File: config.mk
export PLATFORM = sky130hd
export DESIGN_NAME = peripheral_event_packer
export DESIGN_NICKNAME = d
export VERILOG_FILES = /design/src/rtl/peripheral_event_packer.sv
export SDC_FILE = /design/constraint.sdc
export NUM_CORES = 1
export LEC_CHECK = 0
export ABC_AREA = 1
export CAP_MARGIN = 25
export CORE_MARGIN = 10
export CORE_UTILIZATION = 40
export CTS_CLUSTER_DIAMETER = 80
export DETAILED_ROUTE_END_ITERATION = 8
export GPL_TIMING_DRIVEN = 0
export PLACE_DENSITY = 0.63
export SYNTH_ARGS = -nofsm -noshare
export SYNTH_HDL_FRONTEND = slang
export SYNTH_SLANG_ARGS = --single-unit
File: constraint.sdc
create_clock -name clk -period 5.2 [get_ports clk]
set_input_delay 1.04 -clock clk [delete_from_list [all_inputs] [get_ports clk]]
set_output_delay 1.04 -clock clk [all_outputs]
set_load 0.005 [all_outputs]
File: src/rtl/peripheral_event_packer.sv
// Keyboard/mouse event assembler with per-channel FIFOs and a
// round-robin serialiser onto the shared payload-paced tx port.
module peripheral_event_packer #(
  parameter int MOUSE_BYTES   = 4,
  parameter int KBD_DEPTH     = 4,
  parameter int MOUSE_DEPTH   = 2,
  parameter int MOUSE_TIMEOUT = 100000
) (
  input  logic       clk,
  input  logic       reset,
  input  logic       online,
  input  logic       busy,
  input  logic       payload,
  input  logic       keyboard_valid,
  input  logic       keyboard_error,
  input  logic [7:0] keyboard_data,
  input  logic       mouse_valid,
  input  logic       mouse_error,
  input  logic [7:0] mouse_data,
  output logic       tx_action,
  output logic       tx_channel,
  output logic [2:0] tx_length,
  output logic [7:0] tx_data,
  output logic [7:0] kbd_drop_count,
  output logic [7:0] mouse_drop_count
);

  localparam int MW  = MOUSE_BYTES * 8;
  localparam int KAW = $clog2(KBD_DEPTH);
  localparam int MAW = $clog2(MOUSE_DEPTH);
  localparam int TW  = $clog2(MOUSE_TIMEOUT + 1);
  localparam logic [KAW:0]   K_FULL = (KAW+1)'(KBD_DEPTH);
  localparam logic [MAW:0]   M_FULL = (MAW+1)'(MOUSE_DEPTH);
  localparam logic [TW-1:0]  T_LAST = TW'(MOUSE_TIMEOUT - 1);
  localparam logic [1:0]     M_LAST = 2'(MOUSE_BYTES - 1);
  localparam logic [2:0]     M_LEN  = 3'(MOUSE_BYTES);

  typedef enum logic {IDLE, SEND} state_t;

  state_t state, state_n;

  logic          ext, brk;
  logic [1:0]    m_idx;
  logic [MW-9:0] m_shift;
  logic [TW-1:0] m_timer;

  logic [9:0]    k_mem [KBD_DEPTH];
  logic [MW-1:0] m_mem [MOUSE_DEPTH];
  logic [KAW-1:0] k_wp, k_rp;
  logic [MAW-1:0] m_wp, m_rp;
  logic [KAW:0]  k_cnt;
  logic [MAW:0]  m_cnt;

  logic          last_kbd;
  logic [31:0]   ev_buf;
  logic [1:0]    tx_idx;

  logic k_code, k_push, k_acc, k_drop;
  logic m_push, m_acc, m_abort, m_drop;
  logic grant_m, start, pop_k, pop_m, last_byte;
  logic [31:0] k_bytes, m_bytes;

  assign k_code  = keyboard_data != 8'hE0 && keyboard_data != 8'hF0;
  assign k_push  = online && keyboard_valid && !keyboard_error && k_code;
  assign k_acc   = k_push && (k_cnt != K_FULL || pop_k);
  assign k_drop  = (online && keyboard_error) || (k_push && !k_acc);

  assign m_push  = online && mouse_valid && !mouse_error && m_idx == M_LAST;
  assign m_abort = online && (mouse_error ||
                   (!mouse_valid && m_idx != 2'd0 && m_timer == T_LAST));
  assign m_acc   = m_push && (m_cnt != M_FULL || pop_m);
  assign m_drop  = m_abort || (m_push && !m_acc);

  assign grant_m = m_cnt != '0 && (k_cnt == '0 || last_kbd);
  assign start   = state == IDLE && online && !busy &&
                   (k_cnt != '0 || m_cnt != '0);
  assign pop_k   = start && !grant_m;
  assign pop_m   = start && grant_m;

  assign k_bytes = {k_mem[k_rp][9] ? 8'hE0 : 8'h00,
                    k_mem[k_rp][8] ? 8'hF0 : 8'h00,
                    k_mem[k_rp][7:0], 8'h00};
  assign m_bytes = 32'(m_mem[m_rp]) << (32 - MW);
  assign last_byte = 3'(tx_idx) + 3'd1 == tx_length;

  always_ff @(posedge clk) begin
    if (!reset || !online || keyboard_error) begin
      ext <= 1'b0;
      brk <= 1'b0;
    end else if (keyboard_valid) begin
      unique case (1'b1)
        keyboard_data == 8'hE0: ext <= 1'b1;
        keyboard_data == 8'hF0: brk <= 1'b1;
        default: begin
          ext <= 1'b0;
          brk <= 1'b0;
        end
      endcase
    end
  end

  always_ff @(posedge clk) begin
    if (!reset || !online) begin
      m_idx   <= '0;
      m_timer <= '0;
      m_shift <= '0;
    end else if (mouse_error) begin
      m_idx   <= '0;
      m_timer <= '0;
    end else if (mouse_valid) begin
      m_timer <= '0;
      m_shift <= {m_shift[MW-17:0], mouse_data};
      m_idx   <= (m_idx == M_LAST) ? 2'd0 : m_idx + 2'd1;
    end else if (m_idx != 2'd0) begin
      if (m_timer == T_LAST) begin
        m_idx   <= '0;
        m_timer <= '0;
      end else begin
        m_timer <= m_timer + TW'(1);
      end
    end
  end

  always_ff @(posedge clk) begin
    if (!reset) begin
      kbd_drop_count   <= '0;
      mouse_drop_count <= '0;
    end else begin
      if (k_drop && kbd_drop_count != 8'hFF)
        kbd_drop_count <= kbd_drop_count + 8'd1;
      if (m_drop && mouse_drop_count != 8'hFF)
        mouse_drop_count <= mouse_drop_count + 8'd1;
    end
  end

  always_ff @(posedge clk) begin
    if (k_acc) k_mem[k_wp] <= {ext, brk, keyboard_data};
    if (m_acc) m_mem[m_wp] <= {m_shift, mouse_data};
  end

  always_ff @(posedge clk) begin
    if (!reset || !online) begin
      k_wp  <= '0;
      k_rp  <= '0;
      k_cnt <= '0;
      m_wp  <= '0;
      m_rp  <= '0;
      m_cnt <= '0;
    end else begin
      if (k_acc) k_wp <= k_wp + KAW'(1);
      if (pop_k) k_rp <= k_rp + KAW'(1);
      if (m_acc) m_wp <= m_wp + MAW'(1);
      if (pop_m) m_rp <= m_rp + MAW'(1);
      k_cnt <= k_cnt + (KAW+1)'(k_acc) - (KAW+1)'(pop_k);
      m_cnt <= m_cnt + (MAW+1)'(m_acc) - (MAW+1)'(pop_m);
    end
  end

  always_ff @(posedge clk) begin
    if (!reset) state <= IDLE;
    else        state <= state_n;
  end

  always_comb begin
    state_n = state;
    unique case (state)
      IDLE: if (start) state_n = SEND;
      SEND: if (payload && last_byte) state_n = IDLE;
      default: state_n = IDLE;
    endcase
    if (!online) state_n = IDLE;
  end

  // Event bytes shift out MSB-first from a left-aligned buffer.
  always_ff @(posedge clk) begin
    if (!reset) begin
      tx_action  <= 1'b0;
      tx_channel <= 1'b0;
      tx_length  <= '0;
      tx_data    <= '0;
      ev_buf     <= '0;
      tx_idx     <= '0;
      last_kbd   <= 1'b0;
    end else if (!online) begin
      tx_action <= 1'b0;
      tx_data   <= '0;
      tx_idx    <= '0;
    end else begin
      tx_action <= start;
      if (state == IDLE) begin
        tx_data <= '0;
        if (start) begin
          ev_buf     <= grant_m ? m_bytes : k_bytes;
          tx_channel <= grant_m;
          tx_length  <= grant_m ? M_LEN : 3'd3;
          tx_idx     <= '0;
          last_kbd   <= !grant_m;
        end
      end else if (payload) begin
        tx_data <= ev_buf[31:24];
        ev_buf  <= {ev_buf[23:0], 8'h00};
        tx_idx  <= tx_idx + 2'd1;
      end
    end
  end

endmodule

After elaboration in Yosys (flattened, before gate mapping):

Memory sizes are Yosys's and may differ from the RTL's. A register that Yosys moved wholly into a read port is not among the register bits.
Cells that the tools add are included.

* output and inout bits: 29
* memories: 2
* bits in writable memories: 104
* flip-flop bits (word level): 121
* bits of input ports: 25

* reduce and logical (&&, ||, !) cells: 60
* eq/ne operators: 12
* mux-type cells: 28
* bitwise logic cells: 4
* $add $sub $neg: 14

Memories
* m_mem: depth 2, bits a word 32, rd ports 1, clocked after Yosys merged registers in 1, wr ports 1, RTL line 48 `logic [MW-1:0] m_mem [MOUSE_DEPTH];`
* k_mem: depth 4, bits a word 10, rd ports 1, clocked after Yosys merged registers in 1, wr ports 1, RTL line 47 `logic [9:0] k_mem [KBD_DEPTH];`

Operators with widths (count)
* $mux W32: 4
* $ne A8 B8 Y1 const B: 4
* $logic_and A1 B1 Y1: 24
* $mux W2: 9
* $add A17 B1 Y17 const B: 1
* $eq A17 B17 Y1 const B: 1
* $mux W17: 1
* $add A8 B1 Y8 const B: 2
* $eq A8 B8 Y1 const B: 2
* $mux W8: 2
* $reduce_and A2 Y1: 6
* $reduce_bool A2 Y1: 5
* $logic_not A1 Y1: 9
* $logic_or A1 B1 Y1: 9
* $reduce_and A3 Y1: 3
* $add A2 B1 Y2 const B: 4
* $mux W1: 8
* $pmux W1 S2: 3
* $ne A2 B2 Y1 const B: 2
* $not A1 Y1: 4
* $add A2 B1 Y3 const B: 1
* $add A3 B1 Y3: 1
* $eq A3 B3 Y1: 1
* $logic_not A3 Y1: 1
* other kinds (10): 11

Depth between registers and ports, before layout:

Gate-level depths: netlist of the first run.

* depth after elaboration: 11
* gate-level depth with buffers: 14
* depth with buffers taken out: 14

Worst setup path before layout of the first run:

No wires, ideal clock.

* path type: input to register
* start point: input port online
* end point: memory m_mem[1][0] (netlist bit) (enable)
* data arrival time: 2958 ps
* stages on the path: 6
* library setup time: 423 ps
* path buffers: 0
* data required time: 4777 ps
* slack: 1820 ps
* cell sequence: nand2_2 > nor2_8 > nand3_2 > nand3_1 > nand2_1 > nor2_1

* cells in the longest elaborated chain, start to end: 8
* elaborated cells on any way between the ends: 11
* those cells by class: mux (2); reduce/logical (9)

Ends and longest elaborated chain
* from (decl): RTL line 11 `input logic online,`
* $logic_and A1 B1 Y1 (3 in a row): RTL line 75 `assign start = state == IDLE && online && !busy &&`
* $logic_and A1 B1 Y1: RTL line 78 `assign pop_m = start && grant_m;`
* $logic_or A1 B1 Y1: RTL line 71 `assign m_acc = m_push && (m_cnt != M_FULL || pop_m);`
* $logic_and A1 B1 Y1 (*): RTL line 71
* $mux W1 (*): RTL line 138 `if (m_acc) m_mem[m_wp] <= {m_shift, mouse_data};`
* $mux W1 (not written as such) (*): RTL line 138
* to (decl): RTL line 48

Mark *: on every way between the ends. The rest lies on a longest branch, timed or not.

Final worst setup path of the first run:

* start point: input port online
* end point: register k_cnt[2]

* cells in the longest elaborated chain, start to end: 8
* elaborated cells on any way between the ends: 13
* those cells by class: add/sub (2); reduce/logical (11)

Ends and longest elaborated chain
* $logic_and A1 B1 Y1 (3 in a row): RTL line 75
* $logic_and A1 B1 Y1: RTL line 77 `assign pop_k = start && !grant_m;`
* $logic_or A1 B1 Y1: RTL line 65 `assign k_acc = k_push && (k_cnt != K_FULL || pop_k);`
* $logic_and A1 B1 Y1: RTL line 65
* $add A3 B1 Y3: RTL line 154 `k_cnt <= k_cnt + (KAW+1)'(k_acc) - (KAW+1)'(pop_k);`
* $sub A3 B1 Y3: RTL line 154
* to (signal assigned): RTL line 154
* to (decl): RTL line 51 `logic [KAW:0] k_cnt;`

Several ways; a longest one is shown, not always the timed one.
A chain may end at the register's enable or synchronous reset.

==> results of run 1 <==
power by group through the flow:
| stage | Sequential (uW) | Clock, uW | Combinational, uW |
|---|---|---|---|
| after floorplan | 1910 | 0 | 67.7 |
| after global placement | 1910 | 0 | 123 |
| after detailed placement | 1910 | 0 | 125 |
| after CTS | 1870 | 1710 | 125 |
| after global routing | 1870 | 1770 | 139 |
| final | 1870 | 1670 | 124 |
layer usage:
layer,vias to the layer above,track usage [%],routed length (um)
met2,123,23.3,10200
met4,2,4.38,464
met1,3291,18.6,10200
met3,37,2.85,1030
met5,-,0,9
li1,3538,-,-
registers in the layout (all words and copies together) (netlist names), 2 cells and up, named ones only:
register,cells
ev_buf,32
k_cnt,3
k_mem,40
k_rp,2
k_wp,2
kbd_drop_count,8
m_cnt,2
m_idx,2
m_mem,64
m_shift,24
m_timer,17
mouse_drop_count,8
tx_data,8
tx_idx,2
cells in the final DEF, fill, tap and decap left out, types with 6 or more instances in the layout:
master and n:
edfxtp_1 104, o21a_1 9, dfxtp_1 121, ha_1 14, o211ai_1 11, inv_1 60, clkbuf_1 38, or2_2 17
o21ai_0 82, nor3_1 22, clkbuf_16 25, o21ai_1 29, xor2_1 6, clkdlybuf4s50_1 52, o22ai_1 8, nand2_1 110
xnor2_1 7, nand4_1 9, a21oi_1 75, nand3_1 38, nor2_1 172
through the flow:
stage | util, % | worst slack, ns | power (uW) | cells | instance area, um2
after floorplan | - | 1.82 | 1980 | 989 | 9410
after global placement | 44.3 | 0.0586 | 2030 | 1360 | 10300
after detailed placement | 44.5 | 1.07 | 2040 | 1362 | 10400
after CTS | 47.8 | 1.60 | 3700 | 1406 | 11200
after global routing | 47.8 | 1.42 | 3790 | 1406 | 11200
final | 47.8 | 1.62 | 3670 | 1406 | 11200
cell type report:
type / instances / area (um2)
fill: 2200 / 12200
tap: 319 / 399
sequential: 225 / 5550
inverter: 68 / 260
multi-input combinational: 651 / 3380
timing repair buffer: 54 / 561
clock inverter: 10 / 96.3
buffer: 45 / 235
clock buffer: 34 / 679
worst min-delay path by stage:
| stage | endpoint | cells past startpoint |
|---|---|---|
| floorplan | m_mem[0][24] | 0 |
| global placement | m_mem[1][30] | 0 |
| detailed placement | m_mem[1][31] | 0 |
| CTS | tx_data[6] | 2 |
| global route | tx_data[6] | 2 |
| finish | tx_data[6] | 2 |
cells by family (layout without fill, tap and decap cells):
kind of cell | after synthesis | in the layout | share of synthesized area, %
and+or+nand+nor | 389 | 389 | 18.0
AOI/OAI and AO/OA | 234 | 234 | 14.5
DFF | 225 | 225 | 59.0
buffers and inverters | 113 | 211 | 5.27
adders and majority gates | 15 | 15 | 2.08
xor gates and xnor gates | 13 | 13 | 1.21
synth_stat cells, drive strengths merged, types with 7 or more instances:
master / number / share of area, %
or2: 17 / 1.1
o22ai: 8 / 0.53
clkbuf: 31 / 1.2
buf: 14 / 1.3
xnor2: 7 / 0.65
o21ai: 113 / 6.2
o211ai: 12 / 1.1
nand4: 10 / 0.73
inv: 66 / 2.7
a21oi: 80 / 4.5
ha: 14 / 1.9
dfxtp: 121 / 26
edfxtp: 104 / 33
nor3: 24 / 1.4
o21a: 9 / 0.72
nand2: 117 / 5.0
nor2: 177 / 7.3
nand3: 39 / 2.1
worst reg2reg max path, stage by stage, from the launching register on:
cell and delay (ns):
dfxtp_1 0.34, inv_2 0.17, nand2_2 0.12, nor2_8 0.14, o211ai_4 0.13, nand2_1 0.14, nand4_2 0.20, ha_1 0.36
inv_1 0.06, ha_1 0.13, inv_1 0.05, fa_1 0.38, xnor2_1 0.15, or2_2 0.27, a21oi_1 0.11
==> reports/summary.txt, run 1 <==
Status -> finished clean
Worst vdd ir -> 0.167 mV
Setup Crit Path Kind -> in2reg
Warnings, synthesis -> 0
Final hold violations -> 0
Die area -> 0.0301 mm2
Htree depth -> 1
EDFF count, synth -> 104
Pwr dens -> 329 mW/mm2
Worst slew pin tran -> 1.00 ns
Router iterations before antenna repair -> 5
Fin crit period -> 3.58 ns
Switching share of power -> 20.6%
Initial antenna violation count -> 1
Fin. max-slew vios -> 0
Critical path cell sequence -> clkdlybuf4s50_1, nand2_2, nor2_8, o211ai_4, nand2_1, nand4_2, ha_1, inv_1, ha_1, inv_1, fa_1, xnor2_1, or2_2, a21oi_1
Max-Cap Viols -> 0
Max Clock Freq -> 280 MHz
DR vias/cell -> 4.97
Syn nets -> 1029
Yosys reg bits -> 225
Fin nets -> 1109
Layout cell share with drive strength beyond 1 -> 9.75%
# diodes -> 0
Overall Global Routing Usage -> 14.2%
Port Buffers -> 52
WP data required -> 5.64 ns
Sinks on the clock net -> 225
Num CTS Buffers -> 24
Setup TNS -> 0 ns
Gate power share -> 3.4%
Chip width -> 173 um
Clock skew -> 0.0130 ns
Switching pwr -> 754 uW
IO Pins -> 54
Clk Latency, worst-skew pair -> 0.51 ns
RePlAce Congestion -> 0.823
Ys async rst share -> 0%
R2R Setup Slk -> 2.40 ns
Hold Path Class -> reg2reg
Initial Util -> 40.3%
Clock power share -> 45.6%
Crit-path max FO -> 9
Hold_ws -> 0.456 ns
Leakage power -> 0.00391 uW
Crit path capture type -> flip-flop
Int Pwr -> 2910 uW
Setup bufs post-CTS -> 0
Yosys cell types -> 46
Critical path's top delay family -> simple AND/OR/NAND/NOR gates
RSZ-0062 raised after global routing -> no
Layout area overhead -> 18.6%
CP Capture Point -> k_cnt[2]
Initial DRC Count -> 558
Crit path DAT -> 4.02 ns
DRC -> 0
Synth Flop Type -> dfxtp_1
Worst-path clk slew -> 0.06 ns
Final Cycle Share -> 68.8%
RR Startpoint -> state
CP startpoint kind -> input port
Max-slew headroom -> 32.9%
Largest net degree at the start of global routing -> 31
Resize count post-CTS -> 0
Cells after synthesis -> 989
CP Buf/Inv Count -> 3
Slowest CP cell -> clkdlybuf4s50_1
Reg2reg end -> k_cnt[2]
Vias in the first global route -> 6794
Antenna-violating nets left -> 0
Die Y -> 173 um
Routed via count -> 6991
Seq/Total Area, Yosys -> 59.0%
CTS tree -> done
Row count -> 56
Avg Inst Size Synth -> 9.51 um2
Drt total wl -> 21900 um
Hold path start -> ev_buf[30]
CP Launch Point -> online
Worst R2R Path Depth -> 14
Clk buf depth -> 3
Finish-stage setup viols -> 0
Root Buffer Master -> clkbuf_16
Total global routing overflow -> 0
Total core area -> 0.0233 mm2
Hold-fix buffers at CTS -> 0
Reg power frac -> 51.1%
First-pass GRT wire length -> 35600 um
Total stage count of the critical path -> 14
Detailed placer's ending HPWL -> 15600 um
Syn Std Cell Area -> 0.00941 mm2
CP peak stage delay -> 0.71 ns
DR WL/cell -> 15.6 um
No activity file was read; power rests on OpenSTA's default activity.
==> run 2: changes to the inputs <==
Clock period 5.2 ns to 3.55 ns, I/O delays scaled along.
==> results of run 2 <==
Same layout as run 1 (identical final DEF). Status: finished clean.
Among the figures that moved: setup slack after placement 1.07 ns -> -0.252 ns; setup slack after layout 1.62 ns -> 0.304 ns; register-to-register setup slack 2.40 ns -> 0.75 ns; total power 3670 uW -> 5370 uW; worst IR drop on VDD 0.167 mV -> 0.245 mV
==> run 3: changes to the inputs <==
Settings changed: CTS_CLUSTER_SIZE set to 28, MAX_ROUTING_LAYER set to met4, PLACE_DENSITY 0.63 to 0.56.
==> run 3 against run 2 <==
Final cell count fell by 1.4%. Non-clock buffer count rose by 2. Critical path type unchanged. Count of clock-buffer cells in the layout fell by 18. Combinational power barely moved. Highest routed layer is now met4. Flip-flop and latch count did not move. Largest power group unchanged.
==> reports/summary.txt, run 3 (synthesis gave the netlist of run 1 again) <==
Top Registers -> m_mem x64, k_mem x40, ev_buf x32
Critical path cell sequence -> clkdlybuf4s50_1, nand2_2, nor2_8, o211ai_4, nand2_1, nand4_2, ha_1, inv_1, ha_1, inv_1, fa_1, xnor2_1, or2_2, a21oi_1
First-pass GRT wire length -> 36200 um
Chip width -> 173 um
Sequential cell area -> 0.00555 mm2
Fin crit period -> 3.29 ns
Num CTS Buffers -> 13
CP peak stage delay -> 0.72 ns
Root Buffer Master -> clkbuf_16
Total global routing overflow -> 0
WP data required -> 3.97 ns
Clock skew -> 0.0256 ns
DR vias/cell -> 4.96
Initial Util -> 40.3%
RSZ-0062 raised after global routing -> no
Row count -> 56
Sinks on the clock net -> 225
Slowest CP cell -> clkdlybuf4s50_1
Final instance area -> 0.0108 mm2
Routed via count -> 6878
Hold-fix buffers at CTS -> 0
Most common cell after layout, fill and taps aside -> nor2_1
RePlAce Congestion -> 0.821
DR WL/cell -> 16.2 um
Crit path capture type -> flip-flop
Antenna-violating nets left -> 0
Final Cycle Share -> 92.7%
Overall Global Routing Usage -> 15.1%
Clk buf depth -> 3
Die Y -> 173 um
Layout area overhead -> 15.3%
Crit-path max FO -> 9
Placed cell areas -> 0.0104 mm2
Router iterations before antenna repair -> 5
IO Pins -> 54
Die area -> 0.0301 mm2
Setup bufs post-CTS -> 0
Status -> finished clean
Hold Path Class -> reg2reg
Vias in the first global route -> 6565
Worst vdd ir -> 0.231 mV
Detailed placer's ending HPWL -> 16100 um
Multi-input gate area -> 0.00338 mm2
Fillers -> 2239
CP startpoint kind -> input port
Initial DRC Count -> 524
Port Buffers -> 52
Htree depth -> 1
DRC -> 0
Biggest register -> m_mem
Pwr dens -> 428 mW/mm2
Crit path DAT -> 3.71 ns
Worst-path clk slew -> 0.10 ns
Initial antenna violation count -> 0
Max Clock Freq -> 304 MHz
Final hold violations -> 0
Fin nets -> 1100
Max-Cap Viols -> 0
Resize count post-CTS -> 0
Leakage power -> 0.00376 uW
Finish-stage setup viols -> 0
CTS tree -> done
Max FFs per register -> 64
Largest net degree at the start of global routing -> 30
Setup Crit Path Kind -> in2reg
Layout cell share with drive strength beyond 1 -> 8.72%
Clk Latency, worst-skew pair -> 0.50 ns
Total core area -> 0.0233 mm2
Worst slew pin tran -> 1.04 ns
Pwr Total -> 4640 uW
Most frequent cells in the layout -> nor2_1, dfxtp_1, nand2_1
R2R Setup Slk -> 0.70 ns
Fin. max-slew vios -> 0
Drt total wl -> 22500 um
# diodes -> 0
Max-slew headroom -> 30.6%
## run 3: per-stage QoR
| stage | utilization, % | TNS [ns] | hold slack [ns] | setup WS, ns | cells |
|---|---|---|---|---|---|
| 4_1_cts | 46.4 | 0 | 0.443 | 0.255 | 1385 |
| 2_1_floorplan | - | 0 | 0.426 | 0.500 | 989 |
| 5_1_grt | 46.5 | 0 | 0.484 | 0.0684 | 1386 |
| 6_report | 46.5 | 0 | 0.460 | 0.258 | 1386 |
| 3_5_place_dp | 44.6 | -0.253 | 0.447 | -0.253 | 1363 |
| 3_3_place_gp | 44.3 | -90.75 | 0.438 | -1.40 | 1360 |
## run 3: path summary, 6_finish.rpt
kind,start,end,cells after the start
worst max-delay path,online,k_cnt[2],14
worst min-delay path,ev_buf[30],tx_data[6],2
worst max register to register,state,k_cnt[2],14
worst min register to register,ev_buf[30],tx_data[6],2
## run 3: metal layers
layer / global-route usage (%) / wire (um)
met4: 3.74 / 404
met5: - / 0
met2: 24.0 / 10200
met3: 1.92 / 923
met1: 20.1 / 10900
## run 3: power breakdown
group          leakage [uW]  switching [uW]  internal [uW]
clock              0.000210             918            800
combinational       0.00161             115           67.8
sequential          0.00194            17.0           2720
## run 3: final cells by class
| class | count | share of cell area [%] |
|---|---|---|
| Multi-Input combinational cell | 651 | 31.2 |
| Tap cell | 319 | 3.68 |
| Timing Repair Buffer | 56 | 5.41 |
| Clock inverter | 6 | 0.912 |
| Clock buffer | 16 | 3.10 |
| Buffer | 45 | 2.17 |
| Inverter | 68 | 2.40 |
| Sequential cell | 225 | 51.1 |
## run 3: critical path, delay by kind of cell
family                     cells  cell delay (ns)
AOI/OAI and AO/OA              2             0.23
xor gates and xnor gates       1             0.14
adders and majority gates      3             0.86
buffers and inverters          3             0.82
and+or+nand+nor                5             0.93
